--- src/rtl/tile_update_scheduler_pkg.sv ---
// Shared definitions for the tile update scheduler: tile codes, map geometry,
// scheduler state encoding and the write-request payload layout.
package tile_update_scheduler_pkg;

  typedef logic [7:0] tile_t;

  // Tile codes understood by the VGA drawer.
  localparam tile_t SKY = 8'd1;
  localparam tile_t BLK = 8'd2;
  localparam tile_t GND = 8'd3;
  localparam tile_t TKN = 8'd4;
  localparam tile_t BDR = 8'd5;
  localparam tile_t CLK = 8'd6;

  localparam int MAP_ROWS           = 12;
  localparam int MAP_COLS           = 17;
  localparam int MAX_WRITES_DEFAULT = 64;

  typedef enum logic [1:0] {
    ACTIVE = 2'd0,
    SNAP   = 2'd1,
    ARB    = 2'd2,
    DONE   = 2'd3
  } sched_state_e;

  // True when a requested cell lies inside the tile map.
  function automatic logic cell_in_map(input logic [3:0] row, input logic [4:0] col);
    return (32'(row) < MAP_ROWS) && (32'(col) < MAP_COLS);
  endfunction

endpackage

--- src/rtl/tile_update_scheduler_if.sv ---
// Tile write request bus shared by the two requesters and the scheduler.
// Index 0 is the block/coin logic, index 1 the level loader.
interface tile_update_scheduler_if;
  import tile_update_scheduler_pkg::*;

  logic  [1:0]      req_valid;
  logic  [1:0]      req_ready;
  logic  [1:0][3:0] req_row;
  logic  [1:0][4:0] req_col;
  tile_t [1:0]      req_tile;

  modport master (
    output req_valid,
    output req_row,
    output req_col,
    output req_tile,
    input  req_ready
  );

  modport slave (
    input  req_valid,
    input  req_row,
    input  req_col,
    input  req_tile,
    output req_ready
  );

endinterface

--- src/rtl/tile_update_scheduler_rr_arbiter2.sv ---
// Two-way round-robin grant selection. Purely combinational; the caller owns
// the last_grant register and updates it on each transfer.
module rr_arbiter2 (
  input  logic [1:0] req,
  input  logic       last_grant,
  output logic       grant_valid,
  output logic       grant
);

  // Contention goes to whichever requester was not served last.
  always_comb begin
    grant_valid = |req;
    grant       = 1'b0;
    case (req)
      2'b01:   grant = 1'b0;
      2'b10:   grant = 1'b1;
      2'b11:   grant = ~last_grant;
      default: grant = 1'b0;
    endcase
  end

endmodule

--- src/rtl/tile_update_scheduler.sv ---
// Tile update scheduler: owns the background tile map and frame-stable sprite
// positions. Tile writes from two requesters are applied only during vertical
// blank, and positions are captured once at vblank entry, so the drawer never
// sees a half-updated frame.
//
//   state  | meaning
//   -------+-------------------------------------------------------------
//   ACTIVE | visible area, requests held off, waiting for vblank entry
//   SNAP   | one cycle: capture positions, count frame, clear budget
//   ARB    | vblank: grant and apply at most one tile write per cycle
//   DONE   | write budget used up, waiting for vblank to end
module tile_update_scheduler
  import tile_update_scheduler_pkg::*;
#(
  parameter int MAX_WRITES = MAX_WRITES_DEFAULT
) (
  input  logic                                  vga_clock,
  input  logic                                  reset,
  input  logic                                  vblank,
  input  int                                    mario_x_in,
  input  int                                    mario_y_in,
  input  int                                    goomba_x_in,
  input  int                                    goomba_y_in,
  tile_update_scheduler_if.slave                bus,
  output tile_t [MAP_ROWS-1:0][MAP_COLS-1:0]    background,
  output int                                    mario_x,
  output int                                    mario_y,
  output int                                    goomba_x,
  output int                                    goomba_y,
  output logic [15:0]                           frame_count,
  output logic [7:0]                            drop_count
);

  localparam int BW = $clog2(MAX_WRITES + 1);

  sched_state_e state;
  sched_state_e state_next;
  logic         vblank_q;
  logic         last_grant;
  logic         grant_valid;
  logic         grant;
  logic         transfer;
  logic [1:0]   ready;
  logic [BW-1:0] budget;
  logic [3:0]   wr_row;
  logic [4:0]   wr_col;
  tile_t        wr_tile;
  logic         wr_in_map;

  rr_arbiter2 u_arbiter (
    .req         (bus.req_valid),
    .last_grant  (last_grant),
    .grant_valid (grant_valid),
    .grant       (grant)
  );

  assign wr_row    = bus.req_row[grant];
  assign wr_col    = bus.req_col[grant];
  assign wr_tile   = bus.req_tile[grant];
  assign wr_in_map = cell_in_map(wr_row, wr_col);
  assign bus.req_ready = ready;

  // Next state and handshake decode; ready is raised only for the granted requester.
  always_comb begin
    state_next = state;
    ready      = 2'b00;
    transfer   = 1'b0;
    case (state)
      ACTIVE: begin
        if (vblank && !vblank_q) state_next = SNAP;
      end
      SNAP: begin
        state_next = ARB;
      end
      ARB: begin
        if (!vblank) begin
          state_next = ACTIVE;
        end else if (grant_valid) begin
          ready[grant] = 1'b1;
          transfer     = 1'b1;
          if (budget == BW'(MAX_WRITES - 1)) state_next = DONE;
        end
      end
      DONE: begin
        if (!vblank) state_next = ACTIVE;
      end
      default: begin
        state_next = ACTIVE;
      end
    endcase
  end

  // State register and vblank history; vblank_q resets high so a reset released inside vblank waits a frame.
  always_ff @(posedge vga_clock or posedge reset) begin
    if (reset) begin
      state    <= ACTIVE;
      vblank_q <= 1'b1;
    end else begin
      state    <= state_next;
      vblank_q <= vblank;
    end
  end

  // Round-robin history and per-vblank write budget.
  always_ff @(posedge vga_clock or posedge reset) begin
    if (reset) begin
      last_grant <= 1'b1;
      budget     <= '0;
    end else if (state == SNAP) begin
      budget <= '0;
    end else if (transfer) begin
      last_grant <= grant;
      budget     <= budget + 1'b1;
    end
  end

  // Tile map: in-range transfers land here, visible to the drawer the next cycle.
  always_ff @(posedge vga_clock or posedge reset) begin
    if (reset) begin
      background <= {(MAP_ROWS * MAP_COLS){SKY}};
    end else if (transfer && wr_in_map) begin
      background[wr_row][wr_col] <= wr_tile;
    end
  end

  // Out-of-range transfers are still accepted but only counted, saturating.
  always_ff @(posedge vga_clock or posedge reset) begin
    if (reset) begin
      drop_count <= 8'd0;
    end else if (transfer && !wr_in_map && (drop_count != 8'hFF)) begin
      drop_count <= drop_count + 8'd1;
    end
  end

  // Sprite positions and frame counter move only in the snapshot cycle.
  always_ff @(posedge vga_clock or posedge reset) begin
    if (reset) begin
      mario_x     <= 0;
      mario_y     <= 0;
      goomba_x    <= 0;
      goomba_y    <= 0;
      frame_count <= 16'd0;
    end else if (state == SNAP) begin
      mario_x     <= mario_x_in;
      mario_y     <= mario_y_in;
      goomba_x    <= goomba_x_in;
      goomba_y    <= goomba_y_in;
      frame_count <= frame_count + 16'd1;
    end
  end

endmodule
--- src/flat_wrapper.sv ---
// flat-port wrapper written by rule: the top's interface ports become plain ports
module tile_update_scheduler_flat import tile_update_scheduler_pkg::*;
#(
  parameter int MAX_WRITES = MAX_WRITES_DEFAULT
)
  (vga_clock, reset, vblank, mario_x_in, mario_y_in, goomba_x_in, goomba_y_in, background, mario_x, mario_y, goomba_x, goomba_y, frame_count, drop_count, bus_req_valid, bus_req_row, bus_req_col, bus_req_tile, bus_req_ready);
  tile_update_scheduler_if bus_i ();
  input  logic vga_clock;
  input  logic reset;
  input  logic vblank;
  input  int mario_x_in;
  input  int mario_y_in;
  input  int goomba_x_in;
  input  int goomba_y_in;
  output tile_t [MAP_ROWS-1:0][MAP_COLS-1:0] background;
  output int mario_x;
  output int mario_y;
  output int goomba_x;
  output int goomba_y;
  output logic [15:0] frame_count;
  output logic [7:0] drop_count;
  input wire logic [$bits(bus_i.req_valid)-1:0] bus_req_valid;
  input wire logic [$bits(bus_i.req_row)-1:0] bus_req_row;
  input wire logic [$bits(bus_i.req_col)-1:0] bus_req_col;
  input wire logic [$bits(bus_i.req_tile)-1:0] bus_req_tile;
  output wire logic [$bits(bus_i.req_ready)-1:0] bus_req_ready;
  assign bus_i.req_valid = bus_req_valid;
  assign bus_i.req_row = bus_req_row;
  assign bus_i.req_col = bus_req_col;
  assign bus_i.req_tile = bus_req_tile;
  assign bus_req_ready = bus_i.req_ready;
  tile_update_scheduler #(.MAX_WRITES(MAX_WRITES)) u_core (.vga_clock(vga_clock), .reset(reset), .vblank(vblank), .mario_x_in(mario_x_in), .mario_y_in(mario_y_in), .goomba_x_in(goomba_x_in), .goomba_y_in(goomba_y_in), .bus(bus_i), .background(background), .mario_x(mario_x), .mario_y(mario_y), .goomba_x(goomba_x), .goomba_y(goomba_y), .frame_count(frame_count), .drop_count(drop_count));
endmodule
--- config.mk ---
export PLATFORM = sky130hd
export DESIGN_NAME = tile_update_scheduler_flat
export DESIGN_NICKNAME = d
export VERILOG_FILES = /design/src/rtl/tile_update_scheduler_pkg.sv /design/src/rtl/tile_update_scheduler_if.sv /design/src/rtl/tile_update_scheduler_rr_arbiter2.sv /design/src/rtl/tile_update_scheduler.sv /design/src/flat_wrapper.sv
export SDC_FILE = /design/constraint.sdc
export NUM_CORES = 2
export LEC_CHECK = 0
export CORE_AREA = 2 2 766 768
export CTS_BUF_LIST = sky130_fd_sc_hd__clkbuf_4 sky130_fd_sc_hd__clkbuf_8
export DETAILED_ROUTE_END_ITERATION = 10
export DIE_AREA = 0 0 768 770
export PLACE_DENSITY = 0.39
export SYNTH_ARGS = -nofsm -noshare
export SYNTH_HDL_FRONTEND = slang
export SYNTH_SLANG_ARGS = --single-unit
--- constraint.sdc ---
create_clock -name vga_clock -period 89.2 [get_ports vga_clock]
set_input_delay 17.84 -clock vga_clock [delete_from_list [all_inputs] [get_ports vga_clock]]
set_output_delay 17.84 -clock vga_clock [all_outputs]
set_load 0.01 [all_outputs]
==> results.yml <==
cells_and_area:
  drive_gt1_frac: 0.4320
  fin_area_um2: 107400
  area_growth_pct: 52.84
  fin_nets: 6658
yosys:
  synthArstFlopShare: 1.000
  ys_top_cells_by_count: "1,745 x mux2_2, 1,589 x dfrtp_1, 206 x dfstp_2"
  synth_edf_count: 0
  avgSynthCellArea_um2: 16.20
  dominantRegCellSynth: "dfrtp_1"
  synth_fp_nets: 4507
  synth_cell_type_count: 66
  yosys-top-cells-area: "dfrtp_1 57%, mux2_2 28%, dfstp_2 7.7%"
  synth_area_leader_cell: "dfrtp_1"
  synth_top_area_frac: 0.5658
  yosysMostFrequentCell: "mux2_2"
  ys_seq_area_frac: 0.6428
  ys_ff_latch: 1795
  syn_area_um2: 70280
  syn_inst: 4337
  yosysWarnings: 0
power_and_ir_drop:
  peakVddDrop_mv: 0.01735
  leakagePower_uw: 0.04654
  pwr_density_cell_nw_per_um2: 19.54
routing:
  drt_pass1_iterations: 4
  wl_per_cell_um: 24.30
  drt_iter0_drc: 1595
  vias_per_cell: 3.214
  ant_nets: 0
  vias: 46910
  drcViolationCount: 0
  wl_um: 354700
clock_network:
  tritoncts: "done"
  hold_buffers: 0
  post_cts_buffers: 0
  clk_pin_slew_ps: 60
  cts_num_sinks: 1795
  clockBufferDepth: 4
  root_buffer: "clkbuf_8"
  cts_resized: 0
  cts_buffers: 352
  clock_latency_ps: 1080
  h-tree-depth: 5
grt:
  grt.overflow.total: 0
  track_usage: 0.1151
  antenna_found_initial: 42
  grt_pass1_wl_um: 473900
  grt_max_degree: 152
  grt_pass1_vias: 51210
floorplan:
  fp.dieH_um: 770
  core_um2: 583600
  rows: 281
  die_w_um: 768
  initial_core_util: 0.1204
  ioPinCount: 1953
  die-area_um2: 591400
timing:
  final.setup.worst_slack_ps: 51540
  fmax_mhz: 26.55
  final-hold-violation-count: 0
  worst_clock_skew_ps: 75.33
  rsz0062_at_grt: "false"
  post-route-period-util: 0.4222
  min_period_ps: 37660
  finalMaxSlewViolations: 0
  worst_pin_slew_ps: 1164
  setup_viol_count_final: 0
  max-slew-margin-rel: 0.2225
  timing.setup.tns_ps: 0
placement:
  routabilityCongestion: 0.7966
  dp_hpwl_um: 264500
  portBuffers: 1952
  dpl_cell_area_um2: 99490
  dpl_worst_slack_ps: 51510
critical_path:
  crit_type: "primary input to output pin"
  crit_buf_inv: 2
  cp_top_family: "buffers and inverters"
  rr_startpoint: "u_core.last_grant"
  slowest_delay_ps: 590
  crit_path_start: "vblank"
  crit_path_end_kind: "output pin"
  worst_ep_required_time_ps: 71360
  worst-path-max-fanout: 6
  cp-start-kind: "primary input"
  path_cells: "clkdlybuf4s50_1 -> nand3b_1 -> or2_1 -> nor2_1 -> clkdlybuf4s50_1"
  cp_common_cell: "clkdlybuf4s50_1"
  cp_slowest_cell: "clkdlybuf4s50_1"
  worst_ep_arrival_time_ps: 19820
status:
  status: "completed"
hold_path:
  worstHoldPathType: "flop to flop"
  worstHoldStart: "u_core.frame_count[15]"
flow_run:
  drv_cap: 0
worst reg2reg max path, stage by stage, from the launching register on:
cell and delay, ps:
dfstp_2 570, a21bo_2 160, buf_4 430, nand2_1 180, nand2_4 440, buf_4 550, buf_4 630, buf_4 820
mux2_2 420
layout by cell type, fill, tap and decap left out, types with 14 or more instances in the layout:
cell / count
clkdlybuf4s50_1: 1950
mux2_2: 1745
dfrtp_1: 1589
clkbuf_8: 452
dfstp_2: 206
clkbuf_4: 137
buf_4: 124
nand2_1: 67
nand3_4: 59
nor2_2: 40
nand3_1: 34
diode_2: 29
clkinv_2: 28
nand2_2: 27
nor2_1: 25
and2_1: 17
and3_1: 17
mux2_1: 17
o22a_1: 15
xor2_1: 15
nand2b_1: 14
nand4_1: 14
nand3_2: 14
area by class of cell:
class                   count  area, µm²
diodes                     29      72.57
clock buffers             589       7249
clock inverters            61      609.3
fillers                 63530     476200
inverters                   8      37.54
multi-input cells        2253      24020
flip-flops and latches   1795      45180
well taps                7782       9737
repair buffers           2078      20510
cell families after synthesis:
group	share of synthesized area
DFF	0.6428
muxes	0.2836
buffers and inverters	0.01989
and+or+nand+nor	0.04102
xor gates and xnor gates	0.003240
AOI/OAI and AO/OA	0.008884
adders and majority gates	0.0005342
layer usage:
metal,part of all wire,GRT usage
met5,0.00020,0
met4,0.034,0.03798
met3,0.081,0.04025
met2,0.50,0.2013
met1,0.39,0.1301
through the flow:
| step | std cells | total power, µW | hold WS [ps] | util |
|---|---|---|---|---|
| floorplan | 4337 | 1013 | 497.7 | - |
| global placement | 13920 | 1195 | 464.1 | 0.1705 |
| detailed placement | 13920 | 1197 | 463.7 | 0.1705 |
| CTS | 14570 | 2152 | 476.5 | 0.1839 |
| global route | 14580 | 2201 | 484.1 | 0.1840 |
| finish | 14600 | 2099 | 474.6 | 0.1840 |
path summary, 6_finish.rpt:
path,endpoint,slack (ps),depth (start not counted)
max in group asynchronous,u_core.background[1495],66280,9
hold / removal,u_core.frame_count[15],470,1
setup reg to reg,u_core.background[1349],84890,8
min in group asynchronous,u_core.mario_y[5],17240,2
hold reg to reg,u_core.frame_count[15],470,1
setup / recovery,bus_req_ready[0],51540,5
report_power, final:
group / leakage, µW / switching, µW / internal (µW)
Clock: 0.00418 / 399 / 527
Sequential: 0.0240 / 25.6 / 856
Combinational: 0.0183 / 172 / 119
flip-flops by register name, indices dropped and copies added (netlist names):
name                count
u_core.background    1632
u_core.budget           7
u_core.drop_count       8
u_core.frame_count     16
u_core.goomba_x        32
u_core.goomba_y        32
u_core.last_grant       1
u_core.mario_x         32
u_core.mario_y         32
u_core.state            2
u_core.vblank_q         1
(Power assumes the default switching activity.)
